## config.mk

```make
export PLATFORM = sky130hd
export DESIGN_NAME = pipeline_hazard_ctrl
export DESIGN_NICKNAME = d
export VERILOG_FILES = /design/src/rtl/pipeline_pkg.sv /design/src/rtl/hazard_fwd_sel.sv /design/src/rtl/pipeline_hazard_ctrl.sv
export SDC_FILE = /design/constraint.sdc
export NUM_CORES = 1
export LEC_CHECK = 0
export ABC_AREA = 1
export BUFFER_PORTS_ARGS = -buffer_cell sky130_fd_sc_hd__buf_2
export CAP_MARGIN = 20
export CORE_MARGIN = 3
export CORE_UTILIZATION = 33
export DETAILED_ROUTE_END_ITERATION = 10
export GPL_TIMING_DRIVEN = 1
export PLACE_DENSITY = 0.51
export SYNTH_ARGS = -nofsm -noshare
export SYNTH_HDL_FRONTEND = slang
export SYNTH_HIERARCHICAL = 1
export SYNTH_SLANG_ARGS = --single-unit
```

## constraint.sdc

```tcl
create_clock -name clk -period 1.8 [get_ports clk]
set_input_delay 0.18 -clock clk [delete_from_list [all_inputs] [get_ports clk]]
set_output_delay 0.18 -clock clk [all_outputs]
set_load 0.01 [all_outputs]
```

## src/rtl/pipeline_pkg.sv

```systemverilog
// Shared definitions for the pipeline hazard controller.
//   - FWD_* : ALU operand forwarding select encodings
//   - hz_state_e : hazard controller sequencing states
//   - hz_ctrl_t : bundle of the stall/flush strobes driven to the pipeline registers
//   - run_ctrl / freeze_ctrl : the two strobe patterns the controller can emit
package pipeline_pkg;

    localparam logic [1:0] FWD_RF  = 2'b00;  // operand from register file
    localparam logic [1:0] FWD_WB  = 2'b01;  // operand from ResultW
    localparam logic [1:0] FWD_MEM = 2'b10;  // operand from ALUResultM

    typedef enum logic [1:0] {
        HZ_RUN      = 2'd0,
        HZ_MEM_WAIT = 2'd1,
        HZ_TIMEOUT  = 2'd2
    } hz_state_e;

    typedef struct packed {
        logic stall_f;
        logic stall_d;
        logic stall_e;
        logic stall_m;
        logic flush_d;
        logic flush_e;
        logic flush_w;
    } hz_ctrl_t;

    // Normal flow: a taken branch suppresses the load-use stall (lw already
    // excludes pc_src_e), so the PC is free to take the branch target.
    function automatic hz_ctrl_t run_ctrl(input logic lw, input logic br);
        hz_ctrl_t c;
        c         = '0;
        c.stall_f = lw;
        c.stall_d = lw;
        c.flush_e = lw | br;
        c.flush_d = br;
        return c;
    endfunction

    // Whole-pipeline hold while data memory is busy. Writeback gets a bubble
    // so the held Memory instruction is not retired more than once.
    function automatic hz_ctrl_t freeze_ctrl();
        hz_ctrl_t c;
        c         = '0;
        c.stall_f = 1'b1;
        c.stall_d = 1'b1;
        c.stall_e = 1'b1;
        c.stall_m = 1'b1;
        c.flush_w = 1'b1;
        return c;
    endfunction

endpackage

```

## src/rtl/hazard_fwd_sel.sv

```systemverilog
// Operand forwarding select for one ALU source.
// Ports:
//   rs_e        : source register of the Execute instruction
//   rd_m        : destination register in Memory, reg_write_m its write enable
//   rd_w        : destination register in Writeback, reg_write_w its write enable
//   fwd_sel     : FWD_MEM / FWD_WB / FWD_RF
module hazard_fwd_sel
    import pipeline_pkg::*;
(
    input  logic [4:0] rs_e,
    input  logic [4:0] rd_m,
    input  logic       reg_write_m,
    input  logic [4:0] rd_w,
    input  logic       reg_write_w,
    output logic [1:0] fwd_sel
);

    logic hit_m;
    logic hit_w;

    // x0 is hardwired to zero, so writes to it never forward.
    assign hit_m = reg_write_m && (rd_m != 5'd0) && (rd_m == rs_e);
    assign hit_w = reg_write_w && (rd_w != 5'd0) && (rd_w == rs_e);

    // Memory holds the younger result, so it wins over Writeback.
    always_comb begin
        fwd_sel = FWD_RF;
        if (hit_m) begin
            fwd_sel = FWD_MEM;
        end else if (hit_w) begin
            fwd_sel = FWD_WB;
        end
    end

endmodule

```

## src/rtl/pipeline_hazard_ctrl.sv

```systemverilog
// Hazard/sequencing controller for the 5-stage F/D/E/M/W core.
//   - Forwarding selects for both ALU operands (combinational).
//   - Load-use stall and taken-branch flush.
//   - Full pipeline freeze while a data-memory access waits on dmem_ready,
//     with a timeout after MAX_WAIT frozen cycles (sticky mem_err).
//   - Saturating stall / flush performance counters.
// Ports:
//   clk, rst                        : clock, asynchronous active-low reset
//   rs1_d, rs2_d                    : Decode source registers
//   rs1_e, rs2_e, rd_e, result_src_e: Execute sources / dest / is-load
//   pc_src_e                        : taken branch resolved in Execute
//   rd_m, reg_write_m, mem_access_m : Memory dest / write enable / is-ld-st
//   dmem_ready                      : data memory completes this cycle
//   rd_w, reg_write_w               : Writeback dest / write enable
//   forward_a_e, forward_b_e        : operand selects
//   stall_*, flush_*                : pipeline register controls
//   mem_err                         : sticky timeout flag
//   stall_cnt, flush_cnt            : saturating perf counters
// MAX_WAIT must be at least 2.
module pipeline_hazard_ctrl
    import pipeline_pkg::*;
#(
    parameter int MAX_WAIT = 16,
    parameter int CNT_W    = 16
) (
    input  logic             clk,
    input  logic             rst,
    input  logic [4:0]       rs1_d,
    input  logic [4:0]       rs2_d,
    input  logic [4:0]       rs1_e,
    input  logic [4:0]       rs2_e,
    input  logic [4:0]       rd_e,
    input  logic             result_src_e,
    input  logic             pc_src_e,
    input  logic [4:0]       rd_m,
    input  logic             reg_write_m,
    input  logic             mem_access_m,
    input  logic             dmem_ready,
    input  logic [4:0]       rd_w,
    input  logic             reg_write_w,
    output logic [1:0]       forward_a_e,
    output logic [1:0]       forward_b_e,
    output logic             stall_f,
    output logic             stall_d,
    output logic             stall_e,
    output logic             stall_m,
    output logic             flush_d,
    output logic             flush_e,
    output logic             flush_w,
    output logic             mem_err,
    output logic [CNT_W-1:0] stall_cnt,
    output logic [CNT_W-1:0] flush_cnt
);

    localparam int WAIT_W = $clog2(MAX_WAIT);

    hz_state_e         state_q, state_d;
    logic [WAIT_W-1:0] wait_cnt_q, wait_cnt_d;
    logic              mem_err_q, mem_err_d;
    logic [CNT_W-1:0]  stall_cnt_q, stall_cnt_d;
    logic [CNT_W-1:0]  flush_cnt_q, flush_cnt_d;

    hz_ctrl_t          ctrl;
    logic              lw;
    logic              freeze_req;
    logic              any_stall;

    // ---------------- forwarding ----------------
    hazard_fwd_sel u_fwd_a (
        .rs_e        (rs1_e),
        .rd_m        (rd_m),
        .reg_write_m (reg_write_m),
        .rd_w        (rd_w),
        .reg_write_w (reg_write_w),
        .fwd_sel     (forward_a_e)
    );

    hazard_fwd_sel u_fwd_b (
        .rs_e        (rs2_e),
        .rd_m        (rd_m),
        .reg_write_m (reg_write_m),
        .rd_w        (rd_w),
        .reg_write_w (reg_write_w),
        .fwd_sel     (forward_b_e)
    );

    // ---------------- hazard detection ----------------
    // A taken branch squashes the Decode instruction anyway, so a load-use
    // stall on it would only delay the redirect.
    assign lw = result_src_e && (rd_e != 5'd0) &&
                ((rd_e == rs1_d) || (rd_e == rs2_d)) && !pc_src_e;

    assign freeze_req = mem_access_m && !dmem_ready;

    // ---------------- FSM: state register ----------------
    always_ff @(posedge clk or negedge rst) begin
        if (!rst) begin
            state_q     <= HZ_RUN;
            wait_cnt_q  <= '0;
            mem_err_q   <= 1'b0;
            stall_cnt_q <= '0;
            flush_cnt_q <= '0;
        end else begin
            state_q     <= state_d;
            wait_cnt_q  <= wait_cnt_d;
            mem_err_q   <= mem_err_d;
            stall_cnt_q <= stall_cnt_d;
            flush_cnt_q <= flush_cnt_d;
        end
    end

    // ---------------- FSM: next state ----------------
    // wait_cnt counts frozen cycles already spent; the RUN cycle that starts
    // the freeze is the first, so the timeout lands on frozen cycle MAX_WAIT.
    always_comb begin
        state_d    = state_q;
        wait_cnt_d = wait_cnt_q;
        mem_err_d  = mem_err_q;
        case (state_q)
            HZ_RUN: begin
                if (freeze_req) begin
                    state_d    = HZ_MEM_WAIT;
                    wait_cnt_d = WAIT_W'(1);
                end
            end
            HZ_MEM_WAIT: begin
                if (dmem_ready) begin
                    state_d    = HZ_RUN;
                    wait_cnt_d = '0;
                end else if (wait_cnt_q == WAIT_W'(MAX_WAIT - 1)) begin
                    state_d   = HZ_TIMEOUT;
                    mem_err_d = 1'b1;
                end else begin
                    wait_cnt_d = wait_cnt_q + WAIT_W'(1);
                end
            end
            HZ_TIMEOUT: begin
                // Only reset leaves TIMEOUT; dmem_ready is ignored.
            end
            default: begin
                state_d    = HZ_RUN;
                wait_cnt_d = '0;
            end
        endcase
    end

    // ---------------- FSM: outputs ----------------
    // While frozen, Execute is held, so a pending pc_src_e remains asserted
    // and its flush is issued on the release cycle instead of being lost.
    always_comb begin
        ctrl = run_ctrl(lw, pc_src_e);
        case (state_q)
            HZ_RUN:      if (freeze_req)  ctrl = freeze_ctrl();
            HZ_MEM_WAIT: if (!dmem_ready) ctrl = freeze_ctrl();
            HZ_TIMEOUT:  ctrl = freeze_ctrl();
            default:     ctrl = run_ctrl(lw, pc_src_e);
        endcase
    end

    assign stall_f = ctrl.stall_f;
    assign stall_d = ctrl.stall_d;
    assign stall_e = ctrl.stall_e;
    assign stall_m = ctrl.stall_m;
    assign flush_d = ctrl.flush_d;
    assign flush_e = ctrl.flush_e;
    assign flush_w = ctrl.flush_w;

    // ---------------- performance counters ----------------
    assign any_stall = ctrl.stall_f | ctrl.stall_d | ctrl.stall_e | ctrl.stall_m;

    always_comb begin
        stall_cnt_d = stall_cnt_q;
        flush_cnt_d = flush_cnt_q;
        if (any_stall && (stall_cnt_q != '1)) begin
            stall_cnt_d = stall_cnt_q + CNT_W'(1);
        end
        if (ctrl.flush_d && (flush_cnt_q != '1)) begin
            flush_cnt_d = flush_cnt_q + CNT_W'(1);
        end
    end

    assign mem_err   = mem_err_q;
    assign stall_cnt = stall_cnt_q;
    assign flush_cnt = flush_cnt_q;

endmodule

```

# --- Word level (Yosys, flattened, before mapping) ---
# Cells that the tools add are included.
op_classes:
  n_addsub: 3
  eq_ne: 14
  muxes: 15
  bitwise: 6
  n_reduce_logical: 22
ops:
  columns: ["operator", "n"]
  rows:
  - ["$add A16 B1 Y16 const B", 2]
  - ["$ne A16 B16 Y1 const B", 2]
  - ["$eq A5 B5 Y1", 6]
  - ["$pmux W7 S3", 1]
  - ["$reduce_bool A5 Y1", 3]
  - ["$mux W7", 2]
  - ["$logic_and A1 B1 Y1", 12]
  - ["$mux W4", 3]
  - ["$pmux W4 S3", 1]
  - ["$mux W2", 5]
  - ["$reduce_and A3 Y1", 3]
  - ["$ne A3 B3 Y1 const B", 2]
  - ["$pmux W2 S3", 1]
  - ["$add A4 B1 Y4 const B", 1]
  - ["$eq A4 B4 Y1 const B", 1]
  - ["$or A1 B1 Y1", 4]
  - ["$eq A2 B1 Y1 const B", 1]
  - ["$eq A2 B2 Y1 const B", 1]
  - ["$logic_not A1 Y1", 2]
  - ["$logic_not A2 Y1", 1]
  - ["$mux W1", 2]
  - ["$ne A2 B2 Y1 const B", 1]
  - ["$not A1 Y1", 2]
  - ["$logic_or A1 B1 Y1", 1]
totals:
  register_bits: 39

# --- Logic depth before layout (Yosys ltp) ---
depth:
  word_depth: 11
  ltp_mapped: 12
  ltp_nobuf: 12

# --- Hierarchy ---
# Netlist, hierarchy kept.
by_module_without_submodules:
  columns: ["module", "instances", "cells_per_inst", "area_per_inst_um2", "seq_area_each_um2"]
  rows:
  - ["pipeline_hazard_ctrl", 1, 340, 2441.1, 975.9]
  - ["hazard_fwd_sel", 2, 51, 221.5, 0.0]

# --- Least setup slack after synthesis ---
# OpenSTA, ideal clock, no wires.
synth_timing:
  kind: "reg-to-reg"
  from: "register stall_cnt_q[0], in the netlist stall_cnt[0]"
  to: "register stall_cnt_q[2], in the netlist stall_cnt[2]"
  arrival_time_ps: 1499
  setup_slack_ps: 184
  stages_incl_launch_ff: 10
  path_buffers: 1
  synth_period_minus_slack_ps: 1616
  cell_sequence: "dfrtp_1 -> ha_1 -> nand3_2 -> nor3_2 -> nand4_2 -> nor2_4 -> inv_2 -> buf_6 -> nand3_1 -> nand2_1"
synth_between:
  elab_chain_len: 2
synth_rtl:
  columns: ["item", "line", "source"]
  rows:
  - ["start: declaration", "pipeline_hazard_ctrl.sv:60", "logic [CNT_W-1:0] stall_cnt_q, stall_cnt_d;"]
  - ["start signal: assignment", "pipeline_hazard_ctrl.sv:107", "stall_cnt_q <= stall_cnt_d;"]
  - ["parallel branches: the longest is 2 deep, another holds $add A16 B1 Y16", null, null]
# Several ways; the timed one is not identified.
# A chain may end at the register's enable or synchronous reset.

# --- Worst setup path in the final report ---
layout_timing:
  from: "register state_q[1]"
  to: "output stall_d"
layout_between:
  elab_chain_len: 2
layout_rtl:
  columns: ["item", "line", "source"]
  rows:
  - ["start: declaration", "pipeline_hazard_ctrl.sv:57", "hz_state_e state_q, state_d;"]
  - ["start signal: assignment", "pipeline_hazard_ctrl.sv:104", "state_q <= state_d;"]
  - ["$eq A2 B2 Y1 (tied with other cells)", "pipeline_hazard_ctrl.sv:152", "case (state_q)"]
  - ["$pmux W7 S3 *", "pipeline_hazard_ctrl.sv:152", null]
  - ["end: declaration", "pipeline_hazard_ctrl.sv:44", "output logic stall_d,"]
# Mark *: on every way between the ends. The rest lies on a longest branch, timed or not.

==> impl_summary.txt <==
----------------------------------------------------
[Timing]
  Final hold vios ... 0
  Relative slew slack ... 0.653
  Post-route worst hold slack ... 249 ps
  Worst setup skew after layout ... 10.9 ps
  Measured slew at the worst slew-check pin ... 520 ps
  RSZ-0062 raised after global routing ... no
  Total negative setup slack ... 0 ps
  Fmax ... 0.607 GHz
  Min cycle time layout ... 1650 ps
  Setup violators final ... 0
  Max-slew violations ... 0
  Post-route clock period utilization ... 0.915

[Finish]
  Most frequent standard cell in the layout excluding fill and tap cells ... sky130_fd_sc_hd__nand2_1
  Antenna diode count ... 0
  Fraction of final layout cells with drive strength greater than 1 ... 0.244
  Final cell count without fillers ... 641
  Filler instances ... 902
  Final Instance Area ... 3600 µm²
  Nets@finish ... 581
  Area Overhead vs Synth ... 25.0%
  Commonest cells after routing, fill and taps aside ... 150 x sky130_fd_sc_hd__nand2_1, 86 x sky130_fd_sc_hd__buf_2, 63 x sky130_fd_sc_hd__inv_1, 42 x sky130_fd_sc_hd__nor2_1, 39 x sky130_fd_sc_hd__dfrtp_1

[Route]
  Number of nets with antenna violations after detailed routing ... 0
  Detail-routed via count per cell ... 4.51
  DRC violations left ... 0
  Vias after detailed routing ... 2890
  Average detailed-routed wire length per instance ... 11.3 µm
  Initial detailed-routing violation count ... 94
  DRT Wirelength ... 7220 µm
  Router iterations before antenna repair ... 4

[Critical path]
  Required @ worst endpoint ... 1620 ps
  Critical path class ... reg -> out
  Kind of start point of the critical path ... register
  CP max FO ... 23
  Critical path endpoint category ... output pin
  Arrival time worst endpoint ... 1470 ps

[Pwr]
  Fraction of power consumed by the clock network ... 0.259
  Comb pwr share ... 0.351
  Total net switching power ... 0.00114 W
  Total power per unit cell area ... 847 nW/µm²
  Fraction of power consumed by sequential logic ... 0.390
  Leakage Power ... 2.07 nW
  Pint ... 0.00191 W
  Net switching share of the total power ... 0.374
  Peak supply drop ... 0.000332 V

[GRT]
  Maximum number of pins on one net before global-route repair ... 40
  Initial antenna violation count ... 0
  Number of global-route vias before repair ... 2741
  GR Overflow Total ... 0
  All-layer global routing usage ... 0.152
  First-pass GRT wire length ... 12600 µm

[Clock network]
  Number of setup buffers added after CTS ... 0
  # H-tree levels ... 2
  Clock Latency Late Sink ... 300 ps
  # clock sinks ... 39
  Clock tree root driver cell ... sky130_fd_sc_hd__clkbuf_8
  Clock transition at the registers of the reported paths ... 80 ps
  Clock tree from TritonCTS ... built
  Cts bufs inserted ... 5
  Maximum count of clock buffers along a single path ... 2

[Logic synthesis]
  Number of unique standard cell types used by synthesis ... 27
  Synth Warn # ... 6
  Syn_nets ... 488
  Mean instance size in the synthesized netlist ... 6.52 µm²
  Cell area after technology mapping ... 2880 µm²
  Cell count after synthesis ... 442
  Sequential fraction of the synthesis area ... 0.338
  Number of register bits inferred by synthesis ... 39

[Floorplanning]
  Overall die height ... 99.5 µm
  Die Area ... 9900 µm²
  Top-level port count ... 87
  Starting Density ... 0.346
  Number of placement rows ... 33
  Core Box Area ... 8340 µm²
  Die span in x ... 99.5 µm

[Placed design]
  # placed instances ... 632
  Standard cell area after detailed placement ... 3450 µm²
  Port-buffer cells ... 86
  RePlAce Congestion ... 0.846
  DP HPWL ... 5710 µm

[Hold path]
  Hold crit path type ... in -> reg

[Status]
  Result of the run ... complete, no violations

[Run]
  Max cap viols ... 0

----------------------------------------------------
-- registers in the layout, summed over array words and instances, names as in the netlist --
signal	count
mem_err	1
state_q	2
stall_cnt	16
wait_cnt_q	4
flush_cnt	16
-- power by group through the flow --
stage,registers (W),clock network [W],logic [W]
6_report,0.00119,0.000789,0.00107
5_1_grt,0.00122,0.000858,0.00123
4_1_cts,0.00119,0.000823,0.00107
3_5_place_dp,0.00121,0,0.00107
3_3_place_gp,0.00121,0,0.00106
2_1_floorplan,0.00125,0,0.000602
-- worst max-delay path: stages, from the launching register on --
cell	delay, ps
sky130_fd_sc_hd__dfrtp_1	430
sky130_fd_sc_hd__nor2_1	200
sky130_fd_sc_hd__o21ai_2	100
sky130_fd_sc_hd__nand2_2	130
sky130_fd_sc_hd__buf_12	170
sky130_fd_sc_hd__buf_2	140
-- path summary, 6_finish.rpt --
path	start	to	slack, ps	cells after the start
hold reg to reg	mem_err	mem_err	470	2
setup / recovery	state_q[1]	stall_d	150	5
setup reg to reg	flush_cnt[0]	flush_cnt[5]	170	9
max in group asynchronous	rst	stall_cnt[10]	970	3
min in group asynchronous	rst	flush_cnt[2]	460	3
hold / removal	dmem_ready	state_q[0]	250	4
-- synth_stat cells --
cell	n	area, µm²
sky130_fd_sc_hd__nand2_1	151	567
sky130_fd_sc_hd__nand4_2	1	12.5
sky130_fd_sc_hd__xnor2_1	11	96.3
sky130_fd_sc_hd__nand4_1	7	43.8
sky130_fd_sc_hd__inv_1	63	236
sky130_fd_sc_hd__buf_2	2	10.0
sky130_fd_sc_hd__o21ai_2	1	8.76
sky130_fd_sc_hd__inv_2	8	30.0
sky130_fd_sc_hd__nor3b_1	1	7.51
sky130_fd_sc_hd__nor2_1	44	165
sky130_fd_sc_hd__buf_4	6	45.0
sky130_fd_sc_hd__ha_1	3	37.5
sky130_fd_sc_hd__o21ai_0	16	80.1
sky130_fd_sc_hd__dfrtp_1	39	976
sky130_fd_sc_hd__nor4_1	1	6.26
sky130_fd_sc_hd__nor3_2	3	30.0
sky130_fd_sc_hd__nor3_1	10	50.1
sky130_fd_sc_hd__xor2_1	16	140
sky130_fd_sc_hd__buf_6	2	22.5
sky130_fd_sc_hd__nor2_4	2	22.5
sky130_fd_sc_hd__nand3_2	1	10.0
sky130_fd_sc_hd__nor2_2	4	25.0
sky130_fd_sc_hd__a21boi_0	2	15.0
sky130_fd_sc_hd__nand3_1	37	185
sky130_fd_sc_hd__nand2_2	4	25.0
sky130_fd_sc_hd__and3_1	1	6.26
sky130_fd_sc_hd__a21oi_1	6	30.0
-- per-stage QoR --
stage / util / worst slack (ps) / power (W)
floorplan: - / 184 / 0.00185
global placement: 0.413 / 112 / 0.00226
detailed placement: 0.413 / 71.5 / 0.00228
CTS: 0.429 / 58.5 / 0.00309
global route: 0.432 / 6.77 / 0.00331
finish: 0.432 / 154 / 0.00305
-- cells by family (layout without fill, tap and decap cells) --
family,after synthesis,after routing,synth area share
AO/OA/AOI/OAI,25,25,0.0464
adder cells (fa/ha/maj),3,3,0.0130
flip-flops,39,39,0.338
AND/OR/NAND/NOR,267,267,0.401
buffers and inverters,81,175,0.119
XOR/XNOR,27,27,0.0820
-- area by class of cell --
class | instances | area [µm²] | share of cell area
clock buffer | 6 | 82.6 | 0.0229
inverter | 71 | 269 | 0.0746
clock inverter | 2 | 38.8 | 0.0108
sequential | 39 | 976 | 0.271
multi-input combinational | 322 | 1590 | 0.440
timing repair buffer | 96 | 520 | 0.144
tap | 105 | 131 | 0.0364
-- per-layer routing --
| metal | GRT usage | share of wire |
|---|---|---|
| met1 | 0.209 | 0.48 |
| met2 | 0.245 | 0.46 |
| met3 | 0.0288 | 0.057 |
| met4 | 0.0389 | 0.0051 |
| met5 | 0 | 0 |
-- timing repair --
action | CTS | global route
setup endpoints to repair | 0 | 17
hold endpoints to repair | 39 | 0
hold buffers | 1 | 0
resized for setup | 0 | 7
Note: power is estimated with default switching activity, not from simulation.
